File: src/rtl/ycbcr2rgb.sv
// ycbcr2rgb: full-range BT.601 (JPEG) YCbCr to 24-bit RGB converter.
//
// This is a free-running 4-stage pipeline.
// The sync and data-enable signals travel alongside the pixel data,
// so output timing matches input timing exactly, delayed by 4 cycles.
//
// Ports:
//   clk        pixel clock, rising edge
//   rst        asynchronous, active-high reset
//   hsync_in   horizontal sync in
//   vsync_in   vertical sync in
//   de_in      data enable in
//   pixel_in   {Y, Cb, Cr}, 8 bits each, unsigned
//   hsync_out  hsync_in delayed 4 cycles
//   vsync_out  vsync_in delayed 4 cycles
//   de_out     de_in delayed 4 cycles
//   pixel_out  {R, G, B}, forced to zero whenever de_out is low
//
// Build option:
//   YCBCR2RGB_CLAMP_EN  when defined, saturate each channel to 0..255.
//                       Otherwise take the low 8 bits (modulo-256 wrap).

module ycbcr2rgb (
    input  logic        clk,
    input  logic        rst,
    input  logic        hsync_in,
    input  logic        vsync_in,
    input  logic        de_in,
    input  logic [23:0] pixel_in,
    output logic        hsync_out,
    output logic        vsync_out,
    output logic        de_out,
    output logic [23:0] pixel_out
);

    // Q.14 coefficients
    localparam logic signed [25:0] CoefRv = 26'sd22970;
    localparam logic signed [25:0] CoefGu = 26'sd5638;
    localparam logic signed [25:0] CoefGv = 26'sd11700;
    localparam logic signed [25:0] CoefBu = 26'sd29032;
    localparam logic signed [25:0] Round  = 26'sd8192;

    // Stage 1: luma and centred chroma
    logic        [8:0] y1_q;
    logic signed [8:0] u1_q, v1_q;

    // Stage 2: products
    logic signed [25:0] yq2_q, pr2_q, pgu2_q, pgv2_q, pb2_q;

    // Stage 3: rounded sums
    logic signed [25:0] sr3_q, sg3_q, sb3_q;

    // Stage 4: output pixel
    logic [23:0] pixel_q;

    // {de, hsync, vsync}, one entry per pipeline stage
    logic [3:0][2:0] sync_q;

    logic signed [25:0] u_ext, v_ext;
    logic [2:0][11:0]   res;
    logic [2:0][7:0]    chan;

    assign u_ext = $signed({{17{u1_q[8]}}, u1_q});
    assign v_ext = $signed({{17{v1_q[8]}}, v1_q});

    // Arithmetic shift right by 14, keeping a 12-bit signed result.
    // The sums never exceed 2^23 in magnitude, so these bits hold the whole value.
    assign res = {sr3_q[25:14], sg3_q[25:14], sb3_q[25:14]};

    logic unused_lsbs;
    assign unused_lsbs = ^{sr3_q[13:0], sg3_q[13:0], sb3_q[13:0]};

`ifdef YCBCR2RGB_CLAMP_EN
    always_comb begin
        chan = '0;
        for (int i = 0; i < 3; i++) begin
            if (res[i][11]) begin
                chan[i] = 8'h00;
            end else if (|res[i][10:8]) begin
                chan[i] = 8'hff;
            end else begin
                chan[i] = res[i][7:0];
            end
        end
    end
`else
    always_comb begin
        chan = '0;
        for (int i = 0; i < 3; i++) begin
            chan[i] = res[i][7:0];
        end
    end

    logic unused_msbs;
    assign unused_msbs = ^{res[2][11:8], res[1][11:8], res[0][11:8]};
`endif

    always_ff @(posedge clk or posedge rst) begin
        if (rst) begin
            y1_q    <= '0;
            u1_q    <= '0;
            v1_q    <= '0;
            yq2_q   <= '0;
            pr2_q   <= '0;
            pgu2_q  <= '0;
            pgv2_q  <= '0;
            pb2_q   <= '0;
            sr3_q   <= '0;
            sg3_q   <= '0;
            sb3_q   <= '0;
            pixel_q <= '0;
            sync_q  <= '0;
        end else begin
            // S1
            y1_q   <= {1'b0, pixel_in[23:16]};
            u1_q   <= $signed({1'b0, pixel_in[15:8]}) - 9'sd128;
            v1_q   <= $signed({1'b0, pixel_in[7:0]}) - 9'sd128;
            // S2
            yq2_q  <= $signed({3'b000, y1_q, 14'b0});
            pr2_q  <= CoefRv * v_ext;
            pgu2_q <= CoefGu * u_ext;
            pgv2_q <= CoefGv * v_ext;
            pb2_q  <= CoefBu * u_ext;
            // S3
            sr3_q  <= yq2_q + pr2_q + Round;
            sg3_q  <= yq2_q - pgu2_q - pgv2_q + Round;
            sb3_q  <= yq2_q + pb2_q + Round;
            // S4: gate with the de that enters the last stage alongside this pixel
            pixel_q <= sync_q[2][2] ? {chan[2], chan[1], chan[0]} : 24'h000000;
            sync_q  <= {sync_q[2:0], {de_in, hsync_in, vsync_in}};
        end
    end

    assign de_out    = sync_q[3][2];
    assign hsync_out = sync_q[3][1];
    assign vsync_out = sync_q[3][0];
    assign pixel_out = pixel_q;

endmodule

File: config.mk
export PLATFORM = sky130hd
export DESIGN_NAME = ycbcr2rgb
export DESIGN_NICKNAME = d
export VERILOG_FILES = /design/src/rtl/ycbcr2rgb.sv
export SDC_FILE = /design/constraint.sdc
export NUM_CORES = 1
export LEC_CHECK = 0
export ABC_AREA = 1
export BUFFER_PORTS_ARGS = -buffer_cell sky130_fd_sc_hd__buf_2
export CORE_MARGIN = 5
export CORE_UTILIZATION = 50
export DETAILED_ROUTE_END_ITERATION = 8
export PLACE_DENSITY_LB_ADDON = 0.12
export SLEW_MARGIN = 20
export SYNTH_ARGS = -nofsm -noshare
export SYNTH_HDL_FRONTEND = slang
export SYNTH_SLANG_ARGS = --single-unit
File: constraint.sdc
create_clock -name clk -period 6.6 [get_ports clk]
set_input_delay 1.32 -clock clk [delete_from_list [all_inputs] [get_ports clk]]
set_output_delay 1.32 -clock clk [all_outputs]
set_load 0.05 [all_outputs]
==> results.tsv, run 1 <==
metric	value	unit
drv_cap	0	
drtIter0Drc	610	
ir_drop	0.276	mV
path_depth	17	
drv_slew	0	
syn_inst	1502	
avgSynthCellArea	8.96	um^2
required	6.92	ns
min_period	4.43	ns
cts_tree	built	
clk_latency	0.43	ns
cp_cell_sequence	ha_1, inv_1, fa_1, inv_1, fa_1, inv_1, fa_1, inv_1, fa_1, ha_1, a21oi_2, nand2_2, a21boi_2, or2_1, nand2_1, nand2_1, nand2_1	
cp-startpoint	v1_q[4]	
slew_headroom	41.6	%
clkSinkCount	151	
mappedNetlistArea	13500	um^2
port_buffers	55	
power.leakage	8.53	nW
via_per_inst	4.97	
finalWorstSetupSlack	2.17	ns
syn_to_final_growth	9.76	%
fin_crit_sh	67.1	%
die_y	174	um
clockRootBuffer	clkbuf_16	
post_cts.repair.setup_buffers	0	
core_region_area	26700	um^2
critPathSlowestCell	fa_1	
num_vias	9592	
finClkSkew	0.0148	ns
crit_path_end	pgv2_q[21]	
r2r-start	v1_q[4]	
rr_endpoint	pgv2_q[21]	
synth_cell_types	34	
antenna_found_initial	0	
first_pass_iters	5	
run_status	complete, no violations	
dp.cells	1897	
endpoint_kind	flop	
fin_setup_tns	0	ns
path_max_fanout	8	
cts_resized	0	
drive_gt1_share	7.05	%
ys_seq_area_share	28.1	%
hp-class	reg -> reg	
path_clk_slew	0.08	ns
fmax	226	MHz
grt_pass1_wl	49.3	mm
insertedDiodeCount	0	
die_w	174	um
dp_slack	2.17	ns
setup_violations	0	
wl_per_cell	15.0	um
finalNonFillerCells	1929	
postSynthNetCount	1886	
dieArea	30300	um^2
first_global_vias	9765	
start_kind	flop	
place_area	14200	um^2
post-dp-hpwl	24.2	mm
yosysWarningCount	0	
worst-slew-pin-transition	0.876	ns
drt-total-wl	28.9	mm
start_util	50.3	%
criticalPathCategory	reg -> reg	
slowest_delay	0.59	ns
grt.overflow.total	0	
ios	56	
drc_errors	0	
powerDensity	442	nW/um^2
nets	1959	
grt_max_degree	85	
postCtsHoldBufs	0	
rsz0062_at_grt	false	
place.gp.congestion	0.909	
ys_ff_latch	151	
grtUsageTotal	20.1	%
rows	60	
critPathTopFamily	adder cells	
path_buf_inv	4	
hold_viol_final	0	
r2r_cells	17	
numCtsBuffers	17	
crit_arrival	4.75	ns
cts_max_level	4	
stdcell_area	14800	um^2
regToRegSetupSlack	2.17	ns
drtAntennaViolNets	0	
clock_path_buffers	2	
-- state kept, by name, summed over array words and instances (netlist names) --
| name | count |
|---|---|
| sr3_q | 8 |
| hsync_out | 1 |
| y1_q | 8 |
| sb3_q | 8 |
| pgu2_q | 20 |
| sg3_q | 8 |
| pr2_q | 9 |
| sync_q | 9 |
| vsync_out | 1 |
| pgv2_q | 20 |
| v1_q | 8 |
| u1_q | 8 |
| pb2_q | 10 |
| yq2_q | 8 |
| pixel_out | 24 |
| de_out | 1 |
-- cells in the mapped netlist (all sizes together) --
| library cell | n | area (um^2) |
|---|---|---|
| fa | 101 | 2020 |
| o221ai | 1 | 8.76 |
| xnor2 | 19 | 166 |
| o21ai | 31 | 166 |
| nor4 | 1 | 6.26 |
| nand2 | 280 | 1060 |
| a21o | 6 | 45.0 |
| a21oi | 72 | 364 |
| nand4 | 18 | 119 |
| o21bai | 12 | 90.1 |
| clkbuf | 2 | 7.51 |
| a21boi | 2 | 18.8 |
| or2 | 6 | 37.5 |
| nor2 | 78 | 315 |
| dfrtp | 151 | 3780 |
| xor2 | 33 | 289 |
| nand3b | 6 | 45.0 |
| inv | 338 | 1270 |
| and2 | 1 | 6.26 |
| ha | 254 | 3180 |
| a31oi | 2 | 12.5 |
| nand3 | 75 | 380 |
| nor3 | 13 | 70.1 |
-- how the worst min path moves through the flow --
stage                           end  cells past startpoint  slack, ns      start
after floorplan           hsync_out                      0       0.33  sync_q[7]
after global placement    yq2_q[18]                      0       0.33    y1_q[4]
after detailed placement  yq2_q[18]                      0       0.33    y1_q[4]
after CTS                 yq2_q[15]                      0       0.34    y1_q[1]
after global routing      yq2_q[21]                      0       0.35    y1_q[7]
final                     yq2_q[15]                      0       0.34    y1_q[1]
-- cell families (layout without fill, tap and decap cells) --
logic type               count (synthesis)  after routing  synth area share (%)
AO/OA/AOI/OAI                          126            126                  5.25
XOR/XNOR                                52             52                  3.39
adder cells (fa/ha/maj)                355            355                  38.6
buffers and inverters                  340            426                  9.49
flip-flops                             151            151                  28.1
AND/OR/NAND/NOR                        478            478                  15.1
-- power breakdown --
part           leakage (nW)  internal [mW]  switching (mW)  total (mW)
combinational          6.45           1.51            2.66        4.17
clock                 0.289          0.543           0.459        1.00
sequential             1.80           1.24           0.113        1.35
total                  8.53           3.29            3.23        6.53
-- area by class of cell --
cell class	instances	area (um^2)
fill	2455	12000
sequential	151	3780
inverter	338	1270
timing repair buffer	56	283
multi-input combinational	1011	8400
clock buffer	17	425
tap	341	427
clock inverter	15	180
-- cells in the final DEF, fill, tap and decap left out, types with 28 or more instances in the layout --
cell	instances
inv_1	335
xor2_1	33
a21oi_1	71
ha_1	254
dfrtp_1	151
nor2_1	73
fa_1	101
buf_2	55
nand2_1	277
o21ai_0	28
nand3_1	74
-- metal layers --
metal  track usage (%)  vias to the layer above  wire length (um)
li1                  -                     4864                 -
met1              30.6                     4558             15000
met2              31.5                      155             12800
met3              2.46                       15               853
met4              3.66                        0               221
met5                 0                        -                 0
-- metrics by stage --
step / total power, mW / util (%) / hold slack [ns]
final: 6.53 / 55.3 / 0.343
after global routing: 7.26 / 55.3 / 0.355
after CTS: 6.57 / 55.3 / 0.344
after detailed placement: 5.51 / 53.0 / 0.335
after global placement: 5.48 / 53.0 / 0.333
after floorplan: 4.52 / - / 0.331
(Power assumes the default switching activity.)
==> run 2: changes to the inputs <==
==> constraint.sdc (replaced) <==
create_clock -name clk -period 3.84 [get_ports clk]
set_input_delay 0.768 -clock clk [delete_from_list [all_inputs] [get_ports clk]]
set_output_delay 0.768 -clock clk [all_outputs]
set_load 0.05 [all_outputs]
==> run 2 against run 1 <==
Effect of this change: the flow now finishes with violations (negative setup slack); non-clock buffer count rose by 105; worst setup slack lost 2.3 ns; die area unchanged; largest cell class unchanged; clock skew fell by 0.0020 ns; highest routed layer unchanged; cell area is 10% higher.
==> results.tsv, run 2 (same netlist as run 1, synthesis figures left out) <==
metric	value	unit	change
critPathTopFamily	adder cells		unchanged
pwr-share-clk	13.4	%	was 15.4%
drtIter0Drc	550		was 610
stdcell_area	16200	um^2	was 14800 um^2
ios	56		unchanged
crit_arrival	4.33	ns	was 4.75 ns
path_depth	16		was 17
whs	0.350	ns	was 0.343 ns
grt_max_degree	82		was 85
cp-startpoint	v1_q[4]		unchanged
syn_to_final_growth	20.7	%	was 9.76%
post-dp-hpwl	25.0	mm	was 24.2 mm
power.leakage	9.09	nW	was 8.53 nW
final_cell_mix	inv_1 (326), nand2_1 (262), ha_1 (222)		was inv_1 (335), nand2_1 (277), ha_1 (254)
violations	negative setup slack		
p_int	6.69	mW	was 3.29 mW
slowest_delay	0.55	ns	was 0.59 ns
power_switching	6.17	mW	was 3.23 mW
dieArea	30300	um^2	unchanged
cp_cell_sequence	fa_2, fa_1, fa_1, fa_1, fa_2, ha_4, nand2_4, inv_2, nand3_2, nand2_2, nand2_2, nand2_2, nand3_2, nand2_1, nand2_1, nand2_1		was ha_1, inv_1, fa_1, inv_1, fa_1, inv_1, fa_1, inv_1, fa_1, ha_1, a21oi_2, nand2_2, a21boi_2, or2_1, nand2_1, nand2_1, nand2_1
clkSinkCount	151		unchanged
dp.cells	1990		was 1897
insertedDiodeCount	0		unchanged
clk_latency	0.42	ns	was 0.43 ns
hp-class	reg -> reg		unchanged
rr_endpoint	pr2_q[21]		was pgv2_q[21]
finalNonFillerCells	2034		was 1929
min_period	3.97	ns	was 4.43 ns
setup_violations	15		was 0
grtUsageTotal	20.6	%	was 20.1%
num_vias	9973		was 9592
dp_slack	-0.160	ns	was 2.17 ns
rows	60		unchanged
antenna_found_initial	0		unchanged
die_w	174	um	unchanged
r2r_cells	16		was 17
drive_gt1_share	19.7	%	was 7.05%
grt.overflow.total	0		unchanged
r2r-start	v1_q[4]		unchanged
fmax	252	MHz	was 226 MHz
die_y	174	um	unchanged
powerDensity	792	nW/um^2	was 442 nW/um^2
finClkSkew	0.0128	ns	was 0.0148 ns
path_max_fanout	4		was 8
criticalPathCategory	reg -> reg		unchanged
nets	2064		was 1959
slew_headroom	50.5	%	was 41.6%
first_global_vias	10100		was 9765
cts_tree	built		unchanged
start_util	50.3	%	unchanged
numCtsBuffers	17		unchanged
crit_path_end	pr2_q[21]		was pgv2_q[21]
hold_viol_final	0		unchanged
worst-slew-pin-transition	0.743	ns	was 0.876 ns
grt_pass1_wl	50.6	mm	was 49.3 mm
pwr-share-comb	68.7	%	was 63.9%
place.gp.congestion	0.954		was 0.909
drv_slew	0		unchanged
core_region_area	26700	um^2	unchanged
rsz0062_at_grt	true		was false
run_status	complete, but fails checks		was complete, no violations
largest_reg_flops	24		unchanged
ir_drop	0.522	mV	was 0.276 mV
first_pass_iters	5		unchanged
fin_crit_sh	103	%	was 67.1%
seqPwrFrac	17.9	%	was 20.7%
clockRootBuffer	clkbuf_16		unchanged
clock_path_buffers	2		unchanged
place_area	14900	um^2	was 14200 um^2
path_buf_inv	1		was 4
regToRegSetupSlack	-0.13	ns	was 2.17 ns
final_common_cell	inv_1		unchanged
drv_cap	0		unchanged
finalWorstSetupSlack	-0.130	ns	was 2.17 ns
required	4.20	ns	was 6.92 ns
switching_share	48.0	%	was 49.5%
critPathSlowestCell	fa_1		unchanged
wl_per_cell	15.0	um	about the same
fin_setup_tns	-0.821	ns	was 0 ns
port_buffers	55		unchanged
via_per_inst	4.90		was 4.97
drt-total-wl	30.6	mm	was 28.9 mm
start_kind	flop		unchanged
drc_errors	0		unchanged
n_fill_cell	2325		was 2455
path_clk_slew	0.08	ns	about the same
drtAntennaViolNets	0		unchanged
endpoint_kind	flop		unchanged
cts_max_level	4		unchanged
-- run 2: cell types whose count changed in the layout (fill, tap and decap cells not counted), sizes merged --
cell    before  now
inv        345  346
clkinv       5    4
buf         56  161
-- run 2: timing repair --
item	4_1_cts	5_1_grt
hold buffers	0	0
endpoints found under the setup margin	23	35
pin swaps	12	43
resized for setup	36	92
setup buffers	8	4
-- run 2: cell type report --
class	instances	area (um^2)	share of cell area, %
Multi-Input combinational cell	1011	9040	55.7
Sequential cell	151	3790	23.3
Inverter	338	1270	7.84
Timing Repair Buffer	161	1110	6.82
Tap cell	341	427	2.63
Clock buffer	17	425	2.62
Clock inverter	15	181	1.12
-- run 2: power by group through the flow --
stage | Combinational (mW) | Sequential (mW) | Clock [mW]
2_1_floorplan | 5.24 | 2.55 | 0
3_3_place_gp | 7.67 | 2.33 | 0
3_5_place_dp | 7.70 | 2.34 | 0
4_1_cts | 8.10 | 2.31 | 1.77
5_1_grt | 9.98 | 2.35 | 1.85
6_report | 8.83 | 2.30 | 1.73
-- run 2: metal layers --
metal,vias up,GRT usage [%],part of all wire (%)
li1,5062,-,-
met3,32,2.81,3.3
met2,186,32.3,45
met1,4693,30.6,50
met5,-,0,0
met4,0,4.75,1.5
-- run 2: worst min-delay path by stage --
stage                   start         to  slack, ns  cells after the start
floorplan           sync_q[7]  hsync_out       0.33                      0
global placement      y1_q[6]  yq2_q[20]       0.33                      0
detailed placement  sync_q[1]  sync_q[4]       0.33                      0
CTS                 sync_q[1]  sync_q[4]       0.35                      0
global route        sync_q[4]  sync_q[7]       0.35                      0
finish              sync_q[1]  sync_q[4]       0.35                      0
-- run 2: per-stage QoR --
step                      utilization [%]  total power [mW]
after floorplan                         -              7.80
after global placement               55.9              10.0
after detailed placement             55.9              10.0
after CTS                            59.1              12.2
after global routing                 60.8              14.2
final                                60.8              12.9
